### src/rtl/wb_gpio_irq.sv
//------------------------------------------------------------------------------
// wb_gpio_irq
// Wishbone-classic GPIO peripheral with per-pin edge interrupts.
// It has configurable width, input synchronisers, and atomic SET/CLR of
// the output register. It raises a level interrupt toward the CPU
// interrupt controller.
//
// Ports
//   i_clk, i_reset_n       clock, asynchronous active-low reset
//   wb_*                   Wishbone-classic slave (3-bit word address)
//   gpio_i                 asynchronous pad inputs
//   gpio_o / gpio_dir_o    output data / per-pin drive enable
//   irq_o                  level interrupt: |(IRQ_PEND & IRQ_EN), registered
//
// Register map (word address)
//   0 DATA  1 DIR  2 SET  3 CLR  4 IRQ_EN  5 IRQ_EDGE  6 IRQ_PEND(W1C)  7 OUT
//------------------------------------------------------------------------------
`timescale 1ns/1ps
module wb_gpio_irq #(
    parameter int unsigned GPIO_WIDTH  = 8,
    parameter int unsigned SYNC_STAGES = 2
) (
    input  logic                  i_clk,
    input  logic                  i_reset_n,
    input  logic [2:0]            wb_adr_i,
    input  logic [31:0]           wb_dat_i,
    input  logic [3:0]            wb_sel_i,
    input  logic                  wb_we_i,
    input  logic                  wb_cyc_i,
    input  logic                  wb_stb_i,
    output logic [31:0]           wb_dat_o,
    output logic                  wb_ack_o,
    output logic                  wb_err_o,
    output logic                  wb_rty_o,
    input  logic [GPIO_WIDTH-1:0] gpio_i,
    output logic [GPIO_WIDTH-1:0] gpio_o,
    output logic [GPIO_WIDTH-1:0] gpio_dir_o,
    output logic                  irq_o
);

    localparam int unsigned W  = GPIO_WIDTH;
    localparam int unsigned DW = 32;

    localparam logic [2:0] A_DATA = 3'd0;
    localparam logic [2:0] A_DIR  = 3'd1;
    localparam logic [2:0] A_SET  = 3'd2;
    localparam logic [2:0] A_CLR  = 3'd3;
    localparam logic [2:0] A_EN   = 3'd4;
    localparam logic [2:0] A_EDGE = 3'd5;
    localparam logic [2:0] A_PEND = 3'd6;
    localparam logic [2:0] A_OUT  = 3'd7;

    logic [SYNC_STAGES-1:0][W-1:0] sync_q;
    logic [W-1:0]  prev_q;
    logic [W-1:0]  irq_en_q;
    logic [W-1:0]  irq_edge_q;
    logic [W-1:0]  irq_pend_q;

    logic          req_c;
    logic          wr_c;
    logic [W-1:0]  wmask_c;
    logic [W-1:0]  wdata_c;
    logic [W-1:0]  sync_c;
    logic [W-1:0]  hit_c;
    logic [W-1:0]  w1c_c;
    logic [DW-1:0] rdata_c;
    logic          unused_c;

    assign wb_err_o = 1'b0;
    assign wb_rty_o = 1'b0;

    // Data bits above GPIO_WIDTH are dropped on purpose.
    assign unused_c = &{1'b0, wb_dat_i};

    // A new request is accepted only while no ack is outstanding.
    assign req_c = wb_cyc_i & wb_stb_i & ~wb_ack_o;
    assign wr_c  = req_c & wb_we_i;

    // Per-pin write mask from the byte enables.
    for (genvar g = 0; g < W; g++) begin : g_lane
        assign wmask_c[g] = wb_sel_i[g/8];
    end
    assign wdata_c = wb_dat_i[W-1:0] & wmask_c;

    // Selected-edge detect on every pin, independent of direction or enable.
    assign sync_c = sync_q[SYNC_STAGES-1];
    assign hit_c  = (irq_edge_q & sync_c & ~prev_q) | (~irq_edge_q & ~sync_c & prev_q);
    assign w1c_c  = (wr_c && wb_adr_i == A_PEND) ? wdata_c : '0;

    // Read mux; write-only and unused bits return zero.
    always_comb begin
        rdata_c = '0;
        case (wb_adr_i)
            A_DATA:  rdata_c = DW'(sync_c);
            A_DIR:   rdata_c = DW'(gpio_dir_o);
            A_EN:    rdata_c = DW'(irq_en_q);
            A_EDGE:  rdata_c = DW'(irq_edge_q);
            A_PEND:  rdata_c = DW'(irq_pend_q);
            A_OUT:   rdata_c = DW'(gpio_o);
            default: rdata_c = '0;
        endcase
    end

    // Bus slave: ack, read data and register writes share one edge.
    always_ff @(posedge i_clk or negedge i_reset_n) begin
        if (!i_reset_n) begin
            wb_ack_o   <= 1'b0;
            wb_dat_o   <= '0;
            gpio_o     <= '0;
            gpio_dir_o <= '0;
            irq_en_q   <= '0;
            irq_edge_q <= '0;
        end else begin
            wb_ack_o <= req_c;
            if (req_c) begin
                wb_dat_o <= rdata_c;
            end
            if (wr_c) begin
                case (wb_adr_i)
                    A_DATA:  gpio_o     <= (gpio_o & ~wmask_c) | wdata_c;
                    A_DIR:   gpio_dir_o <= (gpio_dir_o & ~wmask_c) | wdata_c;
                    A_SET:   gpio_o     <= gpio_o | wdata_c;
                    A_CLR:   gpio_o     <= gpio_o & ~wdata_c;
                    A_EN:    irq_en_q   <= (irq_en_q & ~wmask_c) | wdata_c;
                    A_EDGE:  irq_edge_q <= (irq_edge_q & ~wmask_c) | wdata_c;
                    default: ;
                endcase
            end
        end
    end

    // Input synchroniser, edge history, pending latch and interrupt line.
    always_ff @(posedge i_clk or negedge i_reset_n) begin
        if (!i_reset_n) begin
            sync_q     <= '0;
            prev_q     <= '0;
            irq_pend_q <= '0;
            irq_o      <= 1'b0;
        end else begin
            sync_q     <= {sync_q[SYNC_STAGES-2:0], gpio_i};
            prev_q     <= sync_c;
            // A fresh edge wins over a simultaneous write-one-to-clear.
            irq_pend_q <= (irq_pend_q & ~w1c_c) | hit_c;
            irq_o      <= |(irq_pend_q & irq_en_q);
        end
    end

endmodule

### config.mk
export PLATFORM = sky130hd
export DESIGN_NAME = wb_gpio_irq
export DESIGN_NICKNAME = d
export VERILOG_FILES = /design/src/rtl/wb_gpio_irq.sv
export SDC_FILE = /design/constraint.sdc
export NUM_CORES = 1
export LEC_CHECK = 0
export BUFFER_PORTS_ARGS = -buffer_cell sky130_fd_sc_hd__buf_2
export CAP_MARGIN = 30
export CORE_ASPECT_RATIO = 2
export CORE_UTILIZATION = 51
export CTS_CLUSTER_SIZE = 28
export DETAILED_ROUTE_END_ITERATION = 16
export PLACE_DENSITY_LB_ADDON = 0.12
export SYNTH_ARGS = -nofsm -noshare
export SYNTH_HDL_FRONTEND = slang
export SYNTH_SLANG_ARGS = --single-unit
### constraint.sdc
create_clock -name i_clk -period 2.4 [get_ports i_clk]
set_clock_uncertainty 0.15 [all_clocks]
set_input_delay 0 -clock i_clk [delete_from_list [all_inputs] [get_ports i_clk]]
set_output_delay 0 -clock i_clk [all_outputs]
set_load 0.02 [all_outputs]
; ---- Word level (Yosys, flattened, before mapping)
; Cells that the tools add are included.
[classes]
n_eq_ne = 7
n_mux = 3
n_bitwise = 29
n_reduce_logical = 8
[op_table]
columns = operator, count
row1 = $and A8 B8 Y8, 12
row2 = $or A8 B8 Y8, 7
row3 = $not A8 Y8, 6
row4 = $pmux W8 S6, 1
row5 = $pmux W8 S3, 1
row6 = $eq A3 B3 Y1 const B, 4
row7 = $mux W8, 1
row8 = $reduce_and A2 Y1, 4
row9 = $reduce_or A8 Y1, 1
row10 = $eq A3 B2 Y1 const B, 2
row11 = $and A1 B1 Y1, 3
row12 = $eq A3 B1 Y1 const B, 1
row13 = $logic_not A3 Y1, 1
row14 = $reduce_bool A3 Y1, 1
row15 = $logic_and A1 B1 Y1, 1
row16 = $not A1 Y1, 1
[totals]
reg_bits = 98
in_bits = 52
out_inout_bits = 52
wordCells = 58

; ---- Logic depth before layout (Yosys ltp)
; Gate-level depths: netlist of run 1.
[depth]
depth_word = 8
ltp_mapped = 6
depth_no_buf = 4

; ---- Worst setup path before layout of run 1
; No wires, ideal clock.
[synth_timing]
kind = flip-flop to flip-flop
start = register wb_ack_o
end = register (tool-made name)
setup_ns = 0.125
arrival_time_ns = 1.822
slack_ns = 0.304
stages_incl_launch_ff = 6
n_path_buf = 1
period_less_slack_ns = 2.096
path_cell_list = dfrtp_1 nand4b_4 or2_1 buf_2 nor4b_4 mux2_2
[synth_rtl]
columns = item, line
row1 = start: declaration, 32  ; output logic wb_ack_o,
row2 = start signal: assignment, 114  ; wb_ack_o <= req_c;

; ---- Final worst setup path of run 1
[layout_timing]
start = register wb_ack_o
end = register gpio_o[7]
[layout_via]
elab_chain_cells = 4
[layout_rtl]
columns = item, line
row1 = $not A1 Y1, 76  ; assign req_c = wb_cyc_i & wb_stb_i & ~wb_ack_o;
row2 = $and A1 B1 Y1, 76
row3 = $and A1 B1 Y1, 77  ; assign wr_c = req_c & wb_we_i;
row4 = $reduce_and A2 Y1 (no source line), --
row5 = end signal: assignment, 120  ; A_DATA: gpio_o <= (gpio_o & ~wmask_c) | wdata_c;
row6 = end signal: assignment, 122  ; A_SET: gpio_o <= gpio_o | wdata_c;
row7 = end signal: assignment, 123  ; A_CLR: gpio_o <= gpio_o & ~wdata_c;
row8 = end: declaration, 36  ; output logic [GPIO_WIDTH-1:0] gpio_o,
; Every way passes these cells.
; A chain may end at the register's enable or synchronous reset.

==> results of run 1 <==
Yosys cell counts (2+ instances only):
cell type	number
buf_2	3
buf_1	3
nand3_1	3
a22oi_1	7
clkbuf_1	3
nor3_1	4
mux2_2	25
o22ai_1	2
a22o_1	2
mux2i_1	15
dfrtp_1	74
nand2_1	35
o221a_2	7
inv_1	4
o2bb2ai_1	2
buf_4	26
a21o_1	4
nor4_1	2
nor2_1	13
a221o_1	6
o21ai_0	12
and2b_1	6
a21oi_1	4
mux4_2	2
worst max-delay path by stage:
stage / end / slack, ns / depth (start not counted)
2_1_floorplan: flop / 0.30 / 5
3_3_place_gp: gpio_o[4]$_DFFE_PN0P_ / 0.27 / 5
3_5_place_dp: gpio_o[0]$_DFFE_PN0P_ / 0.27 / 5
4_1_cts: gpio_o[7]$_DFFE_PN0P_ / 0.20 / 5
5_1_grt: gpio_o[7]$_DFFE_PN0P_ / 0.11 / 6
6_report: gpio_o[7]$_DFFE_PN0P_ / 0.18 / 5
routing by layer:
layer | up-vias | global-route usage [%]
met5 | - | 0
met4 | 0 | 13.5
met3 | 17 | 4.74
met2 | 82 | 37.5
met1 | 1187 | 27.6
li1 | 1128 | -
final cells by class:
type / instances / area [µm²] / share of cell area, %
timing repair buffer: 81 / 531 / 12.8
inverter: 4 / 15.0 / 0.363
multi-input combinational: 195 / 1390 / 33.5
clock buffer: 11 / 243 / 5.86
clock inverter: 1 / 5.00 / 0.121
sequential: 74 / 1850 / 44.7
tap: 86 / 108 / 2.60
where the power goes:
group          switching (mW)  internal, mW  total (mW)
combinational           0.252         0.177       0.429
clock                   0.438         0.701        1.14
sequential             0.0698          1.35        1.42
critical path: stages (launching register included):
cell           delay (ns)
dfrtp_1              0.38
nand4b_4             0.20
or2_1                0.37
a211o_1              0.28
a22o_1               0.17
dlygate4sd3_1        0.55
metrics by stage:
| stage | std cells | total power, mW | area [µm²] |
|---|---|---|---|
| 3_3_place_gp | 422 | 1.83 | 3710 |
| 2_1_floorplan | 309 | 1.72 | 3490 |
| 6_report | 452 | 2.99 | 4140 |
| 5_1_grt | 452 | 3.12 | 4140 |
| 4_1_cts | 452 | 3.03 | 4140 |
| 3_5_place_dp | 422 | 1.84 | 3710 |
timing repair:
action | in CTS | in global routing
gates resized for setup | 0 | 0
hold endpoints to repair | 122 | 0
hold buffers | 18 | 0
cell families (layout without fill, tap and decap cells):
kind of cell | Yosys count | after routing
mux | 42 | 42
flops | 74 | 74
buf+inv | 40 | 97
compound gates | 49 | 49
other cells | 1 | 26
simple gates | 78 | 78
==> metrics, run 1 <==
status=completed; num ports=104; clk slew on worst S/H paths=0.05 ns; Clock Tree Root=clkbuf_16; flop-to-flop setup slack=0.18 ns; Adder-Cell Fraction of Synth Area=0%; crit path max fanout=5; Final Max Tran Viols=0; Max VDD drop=0.518 mV; worst hold path type=input port to flop; gr ovfl total=0; Hold WS=0.0279 ns; TritonCTS clock tree=built; FF-to-FF Start=wb_ack_o$_DFF_PN0_; diode count=0; Post-Synthesis Mean Instance Area=12.0 µm²; DR top layer=met4; hold path depth=4; Iter 0 DRT Violations=135; routed length on met2=3720 µm; Worst setup SP type=flop; period utilization=92.3%; Req. time, crit path=2.46 ns; compound-cell area share of the yosys netlist=11.0%; Final Net Count=417; Setup crit start=wb_ack_o$_DFF_PN0_; post-route ant nets=0; Fin. Hold Viols=0; routed wl met3=306 µm; max_cap viols=0; endpoint class of the critical path=flop; Pwr Density=722 nW/µm²; dpl ws=0.270 ns; Worst R2R End=gpio_o[7]$_DFFE_PN0P_; post-synthesis cell count=284; commonest non-fill, non-tap cell in the layout=dfrtp_1; Total GRT Usage=23.3%; RSZ-0062 raised after global routing=false; share of the synthesized area in the top cell type=54.5%; Yosys top cell by area=dfrtp_1; Top FF cell, synth=dfrtp_1; CTS Buf Count=9; simple-gate share of the synthesized area=12.9%; slew margin rel.=39.7%; antenna violations before repair=0; site row count=41; total number of H-tree levels=3; actual slew at the worst max-slew pin=0.905 ns; Setup violations, final=0; worst skew pair latency=0.33 ns; Post-route DRC=0; WS Path Type=flop to flop; I/O Buffers=50; Routed Wire Length=7280 µm; Hold Crit Start=wb_adr_i[1]; layout cells sized above 1=31.4%; count of cell types in the netlist=44; Die Width=59.7 µm; main combinational cell family by area after synthesis=multiplexers; Hold EP=wb_dat_o[1]$_DFFE_PN0N_; Pleak=2.01 nW; most frequent cells in the layout=dfrtp_1, buf_2, nand2_1; DR vias=2414; post-synthesis mux area share=14.0%; post-CTS setup buffer count=0; final core occ=65.1%; clk buf depth=2; number of flops mapped to enable cells by yosys=0; first-pass GRT wire length=12000 µm; DR pass1 iterations=4; Synth area leaders=dfrtp_1, mux2_2, buf_4, mux2i_1, nand2_1; hpwl dp=4880 µm; core outline area=6360 µm²; post-synthesis cell area=3400 µm²; Routed wire per std cell=16.1 µm; final worst slack=0.185 ns; Seq cells post-synth=74; Ys Warns=0; crit path time final=2.22 ns; number of global-route vias before repair=2458; XOR/XNOR Fraction of Synth Area=0%; register area share after synthesis=54.5%; die height=117 µm; setup TNS=0 ns; clock sink count=74; CP arrival=2.28 ns; largest net degree at the start of global routing=75; Max Clk Rate=451 MHz; FFs w/ async S/R, synth=100%; Initial Util=53.4%; GP Congestion=0.807; cell depth of the worst flop-to-flop path=5; Die ar.=7010 µm²; M1 WL=2990 µm; DR vias/cell=5.34; P&R area growth vs syn=21.8%; # fillers=559
Power figures use the tool's default switching activity.
==> inputs of run 2 (changes only) <==
- CORE_UTILIZATION: 51 -> 45
==> run 2 against run 1 <==
  * First-iteration DRC count is 27% lower
  * Final area is 1.2% higher
  * Worst setup slack better by 0.11 ns
  * Total power is 6.0% higher
  * Maximum frequency is 5.0% higher
  * Worst hold slack better by 0.012 ns
==> metrics, run 2 (synthesis gave the netlist of run 1 again) <==
Iter 0 DRT Violations=99 (-27%); hpwl dp=4920 µm (+0.74%); P&R area growth vs syn=23.3%; GP Congestion=0.771 (-4.5%); final core occ=57.6% (-7.4 points); diode count=0 (unchanged); hold path depth=3 (-1); Die ar.=7920 µm² (+13%); die height=125 µm (+6.3%); total number of H-tree levels=3 (unchanged); most frequent cells in the layout=dfrtp_1, buf_2, nand2_1; num ports=104 (unchanged); flop-to-flop setup slack=0.29 ns (+0.11 ns); area of the multi-input gates=1390 µm² (unchanged); Worst setup SP type=flop; register area=1850 µm² (unchanged); RSZ-0062 raised after global routing=false; cts repair resizes=0 (unchanged); gr ovfl total=0 (unchanged); # fillers=661 (+18%); commonest non-fill, non-tap cell in the layout=dfrtp_1; actual slew at the worst max-slew pin=0.901 ns (-0.00369 ns); Max Clk Rate=474 MHz (+5.0%); Setup violations, final=0 (unchanged); Routed Wire Length=7090 µm (-2.6%); DR pass1 iterations=4 (unchanged); Fin. Hold Viols=0 (unchanged); I/O Buffers=50 (unchanged); crit path max fanout=8 (+3); number of global-route vias before repair=2315 (-5.8%); Final Max Tran Viols=0 (unchanged); Initial Util=46.7% (-6.7 points); first-pass GRT wire length=11900 µm (-0.86%); worst hold path type=input port to flop; Total GRT Usage=20.1% (-3.2 points); worst skew pair latency=0.33 ns (about the same); FF-to-FF Start=wb_ack_o$_DFF_PN0_; Final Net Count=416 (-0.24%); Power Total=3.17 mW (+6.0%); Post-route DRC=0 (unchanged); setup TNS=0 ns (unchanged); DR vias=2358 (-2.3%); cell depth of the worst flop-to-flop path=4 (-1); Hold Crit Start=wb_stb_i; endpoint class of the critical path=flop; layout cells sized above 1=31.7% (+0.29 points); Max VDD drop=0.407 mV (-21%); Pleak=2.03 nW (+0.84%); antenna violations before repair=0 (unchanged); largest net degree at the start of global routing=75 (unchanged); CTS Buf Count=9 (unchanged); Pwr Density=756 nW/µm² (+4.7%); period utilization=87.9% (-4.4 points); post-CTS setup buffer count=0 (unchanged); WS Path Type=flop to flop; Die Width=63.4 µm (+6.2%); DR vias/cell=5.11 (-4.2%); clk buf depth=2 (unchanged); crit path time final=2.11 ns (-0.105 ns); slew margin rel.=39.9% (+0.25 points); TritonCTS clock tree=built; Hold EP=wb_ack_o$_DFF_PN0_; Clock Tree Root=clkbuf_16; status=completed; clock sink count=74 (unchanged); clk slew on worst S/H paths=0.05 ns (about the same); Req. time, crit path=2.46 ns (about the same); CP arrival=2.17 ns (-0.11 ns); post-route ant nets=0 (unchanged); Routed wire per std cell=15.4 µm (-4.5%); max_cap viols=0 (unchanged); core outline area=7270 µm² (+14%); site row count=44 (+7.3%)
==> run 2: timing repair <==
item | in CTS | in global routing
hold buffers | 17 | 0
endpoints found under the hold margin | 122 | 0
setup endpoints to repair | 0 | 0
==> run 2: metal layers <==
layer  GRT usage [%]  routed length [µm]  up-vias
met5               0                   0        -
met4            9.89                 192        0
met3            4.58                 333       17
met2            31.7                3500       73
met1            25.7                3070     1142
li1                -                   -     1126
==> run 2: worst max-delay path by stage <==
stage                        from   end
6_report       wb_ack_o$_DFF_PN0_  flop
3_5_place_dp   wb_ack_o$_DFF_PN0_  flop
4_1_cts        wb_ack_o$_DFF_PN0_  flop
2_1_floorplan  wb_ack_o$_DFF_PN0_  flop
5_1_grt        wb_ack_o$_DFF_PN0_  flop
3_3_place_gp   wb_ack_o$_DFF_PN0_  flop
==> run 2: stage by stage <==
step	cells	instance area (µm²)	hold WS (ns)	setup slack, ns
3_5_place_dp	428	3720	-0.0403	0.286
5_1_grt	461	4190	0.123	0.244
2_1_floorplan	309	3490	-0.446	0.304
4_1_cts	461	4190	0.0320	0.283
6_report	461	4190	0.0396	0.290
3_3_place_gp	428	3720	-0.0426	0.303
==> run 2: layout make-up <==
cell class                 instances  area share, %
sequential                        74           44.2
inverter                           4          0.359
timing repair buffer              80           12.4
multi-input combinational        195           33.1
clock buffer                      14           6.30
tap                               92           2.75
clock inverter                     2          0.837
==> run 2: power by group <==
part / internal, mW / switching [mW]
logic: 0.174 / 0.249
registers: 1.35 / 0.0668
clock network: 0.860 / 0.467
total: 2.38 / 0.782
==> run 2: critical path, stage by stage (launching register included) <==
cell      delay, ns
dfrtp_1        0.38
nand4b_4       0.20
or2_1          0.37
nor3_4         0.50
mux2_2         0.39
